<file path="src/rtl/arb_pkg.sv">
// Shared types and constants for the 16-way round-robin arbiter.
//   N_REQ   - number of requesters
//   ID_W    - width of a requester index
//   state_t - arbiter FSM state
package arb_pkg;

  localparam int unsigned N_REQ = 16;
  localparam int unsigned ID_W  = 4;

  typedef enum logic [0:0] {
    IDLE,
    GRANT
  } state_t;

endpackage

</file>
<file path="src/rtl/or16.sv">
// 16-input OR reduction.
//   data_i - 16-bit input vector
//   any_o  - high when any bit of data_i is high
module or16 (
  input  logic [15:0] data_i,
  output logic        any_o
);

  assign any_o = |data_i;

endmodule

</file>
<file path="src/rtl/arb16_rr.sv">
// Round-robin arbiter sharing one resource among 16 requesters.
// A grant is registered and one-hot; it is held until the owner drops its
// request or MAX_HOLD cycles have elapsed (MAX_HOLD = 0 means unlimited).
// Every grant is followed by one IDLE cycle, so handoffs are always clean.
//   clk       - clock, rising edge
//   rst       - asynchronous active-high reset
//   req       - level-sensitive request vector, bit i = requester i
//   gnt       - registered one-hot grant, zero when no owner
//   gnt_valid - high while gnt is non-zero
//   gnt_id    - index of the granted requester, 0 when gnt_valid is low
module arb16_rr
  import arb_pkg::*;
#(
  parameter int unsigned MAX_HOLD = 8
) (
  input  logic             clk,
  input  logic             rst,
  input  logic [N_REQ-1:0] req,
  output logic [N_REQ-1:0] gnt,
  output logic             gnt_valid,
  output logic [ID_W-1:0]  gnt_id
);

  localparam int unsigned CNT_W = (MAX_HOLD == 0) ? 1 : $clog2(MAX_HOLD + 1);

  // Index of the first set bit searching upward from last+1, wrapping.
  // Rotate so last+1 lands at bit 0, find the lowest set bit, rotate back.
  function automatic logic [ID_W-1:0] pick_next(input logic [N_REQ-1:0] r,
                                                input logic [ID_W-1:0]  last);
    logic [2*N_REQ-1:0] dbl;
    logic [N_REQ-1:0]   rot;
    logic [ID_W-1:0]    off;
    logic [ID_W:0]      shamt;
    shamt = {1'b0, last} + 1'b1;
    dbl   = {r, r} >> shamt;
    rot   = dbl[N_REQ-1:0];
    off   = '0;
    for (int i = N_REQ - 1; i >= 0; i--) begin
      if (rot[i]) off = ID_W'(i);
    end
    return last + 1'b1 + off;
  endfunction

  state_t             state_q, state_d;
  logic [N_REQ-1:0]   gnt_q, gnt_d;
  logic               gnt_valid_q, gnt_valid_d;
  logic [ID_W-1:0]    gnt_id_q, gnt_id_d;
  logic [ID_W-1:0]    last_q, last_d;
  logic [CNT_W-1:0]   cnt_q, cnt_d;
  logic               any_req;
  logic [ID_W-1:0]    next_id;
  logic               hold_expired;

  or16 u_or16 (
    .data_i (req),
    .any_o  (any_req)
  );

  assign next_id      = pick_next(req, last_q);
  assign hold_expired = (MAX_HOLD != 0) && (cnt_q == CNT_W'(MAX_HOLD));

  always_comb begin
    state_d     = state_q;
    gnt_d       = gnt_q;
    gnt_valid_d = gnt_valid_q;
    gnt_id_d    = gnt_id_q;
    last_d      = last_q;
    cnt_d       = cnt_q;
    unique case (state_q)
      IDLE: begin
        if (any_req) begin
          state_d     = GRANT;
          gnt_d       = N_REQ'(1) << next_id;
          gnt_valid_d = 1'b1;
          gnt_id_d    = next_id;
          last_d      = next_id;
          cnt_d       = CNT_W'(1);
        end
      end
      GRANT: begin
        if (!req[gnt_id_q] || hold_expired) begin
          // last already points at the owner, so a forced-off requester
          // goes to the back of the queue.
          state_d     = IDLE;
          gnt_d       = '0;
          gnt_valid_d = 1'b0;
          gnt_id_d    = '0;
          cnt_d       = '0;
        end else if (cnt_q != {CNT_W{1'b1}}) begin
          cnt_d = cnt_q + 1'b1;
        end
      end
      default: begin
        state_d     = IDLE;
        gnt_d       = '0;
        gnt_valid_d = 1'b0;
        gnt_id_d    = '0;
      end
    endcase
  end

  always_ff @(posedge clk or posedge rst) begin
    if (rst) begin
      state_q     <= IDLE;
      gnt_q       <= '0;
      gnt_valid_q <= 1'b0;
      gnt_id_q    <= '0;
      last_q      <= ID_W'(N_REQ - 1);
      cnt_q       <= '0;
    end else begin
      state_q     <= state_d;
      gnt_q       <= gnt_d;
      gnt_valid_q <= gnt_valid_d;
      gnt_id_q    <= gnt_id_d;
      last_q      <= last_d;
      cnt_q       <= cnt_d;
    end
  end

  assign gnt       = gnt_q;
  assign gnt_valid = gnt_valid_q;
  assign gnt_id    = gnt_id_q;

endmodule

</file>
<file path="config.mk">
export PLATFORM = sky130hd
export DESIGN_NAME = arb16_rr
export DESIGN_NICKNAME = d
export VERILOG_FILES = /design/src/rtl/arb_pkg.sv /design/src/rtl/or16.sv /design/src/rtl/arb16_rr.sv
export SDC_FILE = /design/constraint.sdc
export NUM_CORES = 1
export LEC_CHECK = 0
export CORE_MARGIN = 10
export CORE_UTILIZATION = 60
export DETAILED_ROUTE_END_ITERATION = 16
export MAX_ROUTING_LAYER = met4
export PLACE_DENSITY_LB_ADDON = 0.1
export SYNTH_ARGS = -nofsm -noshare
export SYNTH_HDL_FRONTEND = slang
export SYNTH_SLANG_ARGS = --single-unit
</file>
<file path="constraint.sdc">
create_clock -name clk -period 7.9 [get_ports clk]
set_input_delay 2.37 -clock clk [delete_from_list [all_inputs] [get_ports clk]]
set_output_delay 2.37 -clock clk [all_outputs]
set_load 0.02 [all_outputs]
</file>
* After elaboration in Yosys (flattened, before gate mapping)
Index checks and enable logic that the tools add are counted.
** Word-level totals
- Register bits :: 30
- Input port bits :: 18
- Output and inout bits :: 21
- Word-level logic and storage cells :: 59
** Cells by class
- $add $sub $neg :: 4
- $lt $le $gt $ge :: 1
- Eq/ne operators :: 5
- Shift-type cells :: 2
- Muxes and demuxes :: 34
- Bitwise logic cells :: 1
- Reduce and logical (&&, ||, !) cells :: 6
** Operators with widths (count)
- 2-to-1 mux 4 bit :: 21
- 2-to-1 mux 16 bit :: 2
- one-hot mux 16 bit (2 select lines) :: 1
- right shift 32 x 5 -> 16 bit :: 1
- one-hot mux 4 bit (2 select lines) :: 2
- OR reduction 16 bit :: 1
- left shift 1 x 4 -> 16 bit, first input constant :: 1
- adder 4 x 1 -> 4 bit, second input constant :: 2
- AND reduction 2 bit :: 3
- adder 4 x 1 -> 5 bit, second input constant :: 1
- less-than comparator 4 x 5 -> 1 bit, second input constant :: 1
- 2-to-1 mux 1 bit :: 5
- adder 4 bit :: 1
- binary-select mux 1 bit (select 4 bit) :: 1
- equality test 4 bit, second input constant :: 1
- inequality test 4 bit, second input constant :: 1
- one-hot mux 1 bit (2 select lines) :: 2
- inequality test 3 x 1 -> 1 bit, second input constant :: 1
- inequality test 2 x 1 -> 1 bit, second input constant :: 1
- inequality test 2 bit, second input constant :: 1
- logical NOT 1 bit :: 1
- logical OR 1 bit :: 1
- NOT 1 bit :: 1

* Depth between registers and ports, before layout
Gate-level depths: netlist of the first run.
- Depth in word-level cells :: 22
- Mapped depth :: 16
- Depth with buffers taken out :: 13

* Modules after synthesis
From an unflattened synthesis of the first run, not the netlist that was laid out.
** Second synthesis, totals
- Cell total of the unflattened synthesis :: 276
- Area total of the unflattened synthesis :: 2633.8 um^2
** Modules (own cells, without submodules)
- arb16_rr :: times used 1, cells each 271, area an instance 2602.5 um^2, seq. area each 755.7 um^2
- or16 :: times used 1, cells each 5, area an instance 31.3 um^2, seq. area each 0.0 um^2

* Least setup slack after synthesis of the first run
Ideal clock, no wire load.
- Path type :: input-to-reg
- From :: input port req[15]
- To :: register gnt_q[10], in the netlist gnt[10]
- Setup time :: 124 ps
- Data arrival time :: 5701 ps
- Required time :: 7776 ps
- Setup slack :: 2075 ps
- Stages on the path :: 12
- Buffers on the path :: 1
- Cell sequence :: mux4_2 > mux2_2 > or4_4 > mux2i_4 > buf_6 > a21oi_1 > ha_1 > o21a_1 > o21ai_0 > a211oi_1 > o2111a_1 > a211o_1
** Between the ends
- Longest elaborated chain between the ends :: 21
- Elaborated cells on any way between the ends :: 29
- Classes of those cells :: add/sub: 1; eq/ne: 2; shift: 2; mux: 20; reduce/logical: 4
** Ends and longest elaborated chain
- start: declaration :: line arb16_rr.sv:18 : input logic [N_REQ-1:0] req,
- right shift 32 x 5 -> 16 bit :: line arb16_rr.sv:35 : dbl = {r, r} >> shamt;
- 2-to-1 mux 4 bit (16 in a row) :: line arb16_rr.sv:39 : if (rot[i]) off = ID_W'(i);
- adder 4 bit :: line arb16_rr.sv:41 : return last + 1'b1 + off;
- left shift 1 x 4 -> 16 bit :: line arb16_rr.sv:73 : gnt_d = N_REQ'(1) << next_id;
- 2-to-1 mux 16 bit :: line arb16_rr.sv:71 : if (any_req) begin
- one-hot mux 16 bit (2 select lines) :: line arb16_rr.sv:69 : unique case (state_q)
- end signal: assignment :: line arb16_rr.sv:112 : gnt_q <= gnt_d;
- end: declaration :: line arb16_rr.sv:45 : logic [N_REQ-1:0] gnt_q, gnt_d;
Several ways; a longest one is shown, not always the timed one. The select of a mux whose other input is x is not followed.
A chain may end at the register's enable or synchronous reset.

* Final worst setup path of the first run
- From :: input port req[4]
- To :: register gnt_q[12], in the netlist gnt[12]
Same word-level chain as after synthesis.

==> results of run 1 <==
area by class of cell:
type | instances | area (sq um) | area share, %
Multi-Input combinational cell | 238 | 1980 | 59.2
Sequential cell | 30 | 756 | 22.5
Timing Repair Buffer | 40 | 395 | 11.8
Clock buffer | 7 | 86.3 | 2.58
Tap cell | 54 | 67.6 | 2.02
Inverter | 9 | 33.8 | 1.01
Clock inverter | 1 | 30.0 | 0.896
state kept, by name, summed over array words and instances (netlist names):
| signal | count |
|---|---|
| gnt | 16 |
| cnt_q | 4 |
| gnt_id | 4 |
| last_q | 4 |
| gnt_valid | 1 |
| state_q | 1 |
synthesized netlist by cell type, drive strengths merged (2+ instances only):
library cell,number
a211o,7
a211oi,7
a21boi,2
a21o,2
a21oi,12
a31oi,2
and2,3
buf,9
clkbuf,11
dfrtp,26
dfstp,4
ha,5
inv,8
mux2,14
mux2i,12
mux4,21
nand2,36
nand2b,4
nand3,12
nand3b,2
nand4,3
nor2,8
nor2b,2
nor4,8
o2111a,4
o2111ai,6
o211ai,19
o21a,2
o21ai,19
o311ai,2
or3,4
or4,6
cell families after synthesis:
family	after synthesis	share of synthesized area [%]
flops	30	26.3
simple gates	91	15.9
compound gates	92	23.0
xor+xnor	2	0.609
buf+inv	29	4.83
mux	47	26.5
fa+ha+maj	6	2.87
critical path, cell delays in order:
cell and delay, ns:
clkdlybuf4s50_1 0.51, mux4_2 0.53, mux2i_1 0.35, o311ai_0 0.26, a311oi_1 0.38, nor4_1 0.10
o211a_1 0.24, ha_1 0.26, nor2b_1 0.13, o21a_1 0.20, nor3_1 0.60, or4_1 0.26
a21oi_1 0.05, a211o_1 0.29
routing by layer:
metal	global-route usage, %	vias up
li1	-	1247
met1	24.9	1261
met2	33.3	105
met3	4.19	12
met4	6.07	0
met5	-	-
how the worst min path moves through the flow:
stage               cells after the start      start   endpoint
CTS                                     2  gnt_valid  gnt_valid
detailed placement                      2  gnt_valid  gnt_valid
global placement                        2  gnt_valid  gnt_valid
global route                            1     gnt[9]     gnt[9]
finish                                  2  gnt_valid  gnt_valid
floorplan                               2   cnt_q[1]   cnt_q[1]
placed cells by master (no fill, tap or decap), types with 3 or more instances in the layout:
cell | netlist | routed
a211o_1 | 7 | 7
a211oi_1 | 7 | 7
a21oi_1 | 12 | 12
and2_1 | 3 | 3
clkbuf_8 | 0 | 6
clkdlybuf4s50_1 | 0 | 38
dfrtp_1 | 26 | 26
dfstp_2 | 4 | 4
ha_1 | 5 | 5
inv_1 | 8 | 8
mux2_2 | 14 | 14
mux2i_1 | 11 | 11
mux4_2 | 21 | 21
nand2_1 | 36 | 36
nand2b_1 | 4 | 4
nand3_1 | 12 | 12
nand4_1 | 3 | 3
nor2_1 | 8 | 8
nor4_1 | 8 | 8
o2111a_1 | 4 | 4
o2111ai_1 | 6 | 6
o211ai_1 | 18 | 18
o21ai_0 | 17 | 17
or3_1 | 4 | 4
or4_1 | 5 | 5
where the power goes:
part	leakage [nW]	switching, W	internal, W	total, W
clock	0.0585	0.0000558	0.000103	0.000158
sequential	0.390	0.000102	0.000216	0.000318
combinational	0.838	0.000633	0.000477	0.00111
total	1.29	0.000792	0.000796	0.00159
through the flow:
stage | hold slack (ns) | setup slack (ns)
finish | 0.482 | 1.54
global route | 0.511 | 1.25
CTS | 0.484 | 1.58
detailed placement | 0.467 | 1.32
global placement | 0.459 | 1.39
floorplan | 0.526 | 2.07
==> flow_metrics.env, run 1 <==
export IMPL_run_status="complete, no violations"
export IMPL_ir_worst_vdd_uv=238
export IMPL_placed_cells=371
export IMPL_route_detailed_drc=0
export IMPL_ys_types=54
export IMPL_cp_startpoint="req[4]"
export IMPL_fin_cells=379
export IMPL_yosysTopAreaCellShare_pct=22.6
export IMPL_cts_path_max_buffers=2
export IMPL_ant_nets=0
export IMPL_endpoint_kind="flop"
export IMPL_fin_area_sq_mm=0.00335
export IMPL_synth_ff_type="dfrtp_1"
export IMPL_htreeDepth=2
export IMPL_rsz0062_at_grt="no"
export IMPL_grt_pass1_wl_um=12700
export IMPL_viasPerCell=6.93
export IMPL_grt_util_all_layers_pct=20.4
export IMPL_slew_headroom_pct=27.9
export IMPL_crit_arrival_ns=6.52
export IMPL_grt_pass1_vias=2691
export IMPL_setup_tns_ns=0
export IMPL_r2r_start="last_q[1]"
export IMPL_nets=348
export IMPL_cts_hold_buf=0
export IMPL_synthesis_nets=321
export IMPL_die_w_um=89.3
export IMPL_die_h_um=89.3
export IMPL_p_leak_nw=1.29
export IMPL_final_core_util_pct=71.4
export IMPL_n_fill_cell=353
export IMPL_gp_congestion=0.965
export IMPL_cp_max_fo=8
export IMPL_timing_final_crit_share_pct=80.5
export IMPL_coreArea_sq_mm=0.00469
export IMPL_routed_top_layer="met4"
export IMPL_worst_slew_pin_slew_ns=1.08
export IMPL_yosys_area_top_type="dfrtp_1"
export IMPL_met3_length_um=494
export IMPL_grt_max_degree=31
export IMPL_pin_count=39
export IMPL_met1Wirelength_um=3070
export IMPL_cts_root_buf="clkbuf_8"
export IMPL_n_antenna_cell=0
export IMPL_synthTopCellsByArea="dfrtp_1 23%, mux4_2 16%, mux2_2 5.5%, nand2_1 4.7%, o211ai_1 4.7%"
export IMPL_drt_first_pass_iters=5
export IMPL_avgSynthCellArea_sq_um=9.69
export IMPL_p_per_area_mw_per_mm2=474
export IMPL_start_util_pct=61.3
export IMPL_wirelength_um=7370
export IMPL_drtIter0Drc=105
export IMPL_grt_ovfl_total=0
export IMPL_layout_drive_gt1_share_pct=16.3
export IMPL_start_kind="input pin"
export IMPL_power_w=0.00159
export IMPL_reg2reg_setup_slack_ns=3.19
export IMPL_wire_per_inst_um=19.4
export IMPL_hold_class="reg2reg"
export IMPL_antenna_found_initial=0
export IMPL_post_route_min_period_ns=6.36
export IMPL_yosysWarnings=0
export IMPL_syn2layout_area_growth_pct=16.5
export IMPL_fin_skew_ns=0.00756
export IMPL_drv_cap=0
export IMPL_cts_tree="yes"
export IMPL_via_count=2625
export IMPL_final_hold_violation_count=0
export IMPL_timing_rr_end="gnt[12]"
export IMPL_syn_area_sq_mm=0.00288
export IMPL_crit_end="gnt[12]"
export IMPL_slew_viol_final=0
export IMPL_num_rows=25
export IMPL_synth_yosys_seq_area_share_pct=26.3
export IMPL_setup_viol=0
export IMPL_post_cts_buffers=0
export IMPL_synth_edf_count=0
export IMPL_fmax_mhz=157
export IMPL_placed_area_sq_mm=0.00324
export IMPL_cts_clk_slew_worst_paths_ns=0.06
export IMPL_ctsResizeCount=0
export IMPL_clkLatencyLatePin_ns=0.29
export IMPL_synth_cells=297
export IMPL_met2_length_um=3720
export IMPL_dp_hpwl_um=5530
export IMPL_cts_sinks=30
export IMPL_crit_required_ns=8.07
export IMPL_die_area_sq_mm=0.00797
export IMPL_yosys_register_bits=30
export IMPL_worstRegToRegCells=13
export IMPL_cts_buffers=5
export IMPL_numPortBuffers=38
export IMPL_async_reset_ff_share_pct=100
export IMPL_crit_type="in2reg"
(Power assumes the default switching activity.)
==> run 2: changes to the inputs <==
--- a/config.mk
+++ b/config.mk
@@ -6,7 +6,7 @@
 export NUM_CORES = 1
 export LEC_CHECK = 0
 export CORE_MARGIN = 10
-export CORE_UTILIZATION = 60
+export CORE_UTILIZATION = 51
 export DETAILED_ROUTE_END_ITERATION = 16
 export MAX_ROUTING_LAYER = met4
 export PLACE_DENSITY_LB_ADDON = 0.1
==> constraint.sdc (replaced) <==
create_clock -name clk -period 5.4 [get_ports clk]
set_input_delay 1.62 -clock clk [delete_from_list [all_inputs] [get_ports clk]]
set_output_delay 1.62 -clock clk [all_outputs]
set_load 0.02 [all_outputs]
==> flow_metrics.env, run 2 (synthesis gave the netlist of run 1 again) <==
export IMPL_run_status="complete, no violations"
export IMPL_timing_final_crit_share_pct=97.1
export IMPL_p_per_area_mw_per_mm2=770
export IMPL_placed_area_sq_mm=0.00374
export IMPL_slew_viol_final=0
export IMPL_mostFrequentLayoutCells="66 x buf_4, 38 x clkdlybuf4s50_1, 35 x nand2_1"
export IMPL_htreeDepth=2
export IMPL_grt_max_degree=31
export IMPL_ant_nets=0
export IMPL_final_common_cell="buf_4"
export IMPL_fmax_mhz=191
export IMPL_ir_worst_vdd_uv=488
export IMPL_p_leak_nw=1.59
export IMPL_dp_hpwl_um=6680
export IMPL_coreArea_sq_mm=0.00551
export IMPL_nets=412
export IMPL_n_antenna_cell=0
export IMPL_crit_arrival_ns=5.48
export IMPL_n_fill_cell=420
export IMPL_viasPerCell=6.32
export IMPL_cts_path_max_buffers=2
export IMPL_endpoint_kind="flop"
export IMPL_hold_ws_ns=0.490
export IMPL_post_cts_buffers=0
export IMPL_final_hold_violation_count=0
export IMPL_rsz0062_at_grt="yes"
export IMPL_cts_root_buf="clkbuf_8"
export IMPL_via_count=2913
export IMPL_wirelength_um=8720
export IMPL_slew_headroom_pct=47.1
export IMPL_layout_drive_gt1_share_pct=35.2
export IMPL_cts_sinks=30
export IMPL_die_w_um=95.1
export IMPL_wire_per_inst_um=18.9
export IMPL_numPortBuffers=38
export IMPL_fin_area_sq_mm=0.00395
export IMPL_grt_ovfl_total=0
export IMPL_fin_skew_ns=0.00914
export IMPL_hold_class="reg2reg"
export IMPL_start_util_pct=52.3
export IMPL_cts_buffers=5
export IMPL_drtIter0Drc=180
export IMPL_die_area_sq_mm=0.00905
export IMPL_grt_util_all_layers_pct=20.3
export IMPL_seq_area_sq_um=756
export IMPL_multi_input_area_sq_mm=0.00208
export IMPL_worst_slew_pin_slew_ns=0.783
export IMPL_num_rows=27
export IMPL_post_route_min_period_ns=5.25
export IMPL_placed_cells=453
export IMPL_syn2layout_area_growth_pct=37.3
export IMPL_grt_pass1_wl_um=14300
export IMPL_route_detailed_drc=0
export IMPL_clkLatencyLatePin_ns=0.30
export IMPL_largest_reg_flops=16
export IMPL_drt_first_pass_iters=4
export IMPL_drv_cap=0
export IMPL_gp_congestion=0.942
export IMPL_antenna_found_initial=0
export IMPL_fin_cells=461
export IMPL_die_h_um=95.1
export IMPL_crit_required_ns=5.63
export IMPL_setup_viol=0
export IMPL_cts_tree="yes"
export IMPL_grt_pass1_vias=2836
export IMPL_start_kind="input pin"
export IMPL_cp_max_fo=7
export IMPL_cts_clk_slew_worst_paths_ns=0.07
export IMPL_pin_count=39
export IMPL_crit_type="in2reg"
[run 2: what timing repair did]
action	4_1_cts	5_1_grt
pin swaps	0	4
gates resized for setup	1	24
endpoints found under the setup margin	8	18
hold buffers	0	0
[run 2: worst paths after layout]
kind,slack [ns],to,cells past startpoint,startpoint
worst max-delay path,0.15,gnt[11],14,req[1]
worst min-delay path,0.49,gnt[12],1,gnt[12]
worst max register to register,0.99,gnt[2],12,last_q[1]
worst min register to register,0.49,gnt[12],1,gnt[12]
max in group asynchronous,3.37,last_q[3],3,rst
min in group asynchronous,1.70,gnt[2],3,rst
[run 2: layer usage]
layer / part of all wire (%) / vias to the layer above / global-route usage [%]
met1: 43 / 1436 / 25.9
li1: - / 1370 / -
met4: 1.9 / 0 / 5.49
met5: 0 / - / -
met2: 50 / 87 / 32.3
met3: 5.4 / 20 / 3.77
[run 2: layout make-up]
| type | count | area share [%] |
|---|---|---|
| multi-input combinational | 238 | 52.6 |
| timing repair buffer | 104 | 22.2 |
| inverter | 9 | 0.855 |
| sequential | 30 | 19.1 |
| tap | 72 | 2.28 |
| clock buffer | 7 | 2.18 |
| clock inverter | 1 | 0.760 |
[run 2: power by group]
| part | internal (W) | switching [W] |
|---|---|---|
| sequential | 0.000315 | 0.000133 |
| combinational | 0.00119 | 0.00116 |
| clock | 0.000150 | 0.0000945 |
[run 2: stage by stage]
stage / setup TNS, ns / worst slack [ns] / power [W] / util [%]
final: 0 / 0.154 / 0.00304 / 71.8
after global routing: -0.0174 / -0.0117 / 0.00326 / 71.8
after CTS: 0 / 0.0412 / 0.00283 / 70.0
after detailed placement: -5.08 / -0.375 / 0.00257 / 67.9
after global placement: -3.51 / -0.294 / 0.00253 / 67.9
after floorplan: 0 / 0.325 / 0.00170 / -
[run 2: worst max-delay path: stages]
cell             delay, ns
clkdlybuf4s50_1       0.45
buf_4                 0.17
mux4_2                0.50
mux2_2                0.32
buf_4                 0.14
or3_1                 0.37
a22o_1                0.26
a21oi_2               0.13
ha_1                  0.27
xnor2_1               0.16
nand2b_1              0.27
or4_4                 0.56
a21o_1                0.16
nand3_1               0.08
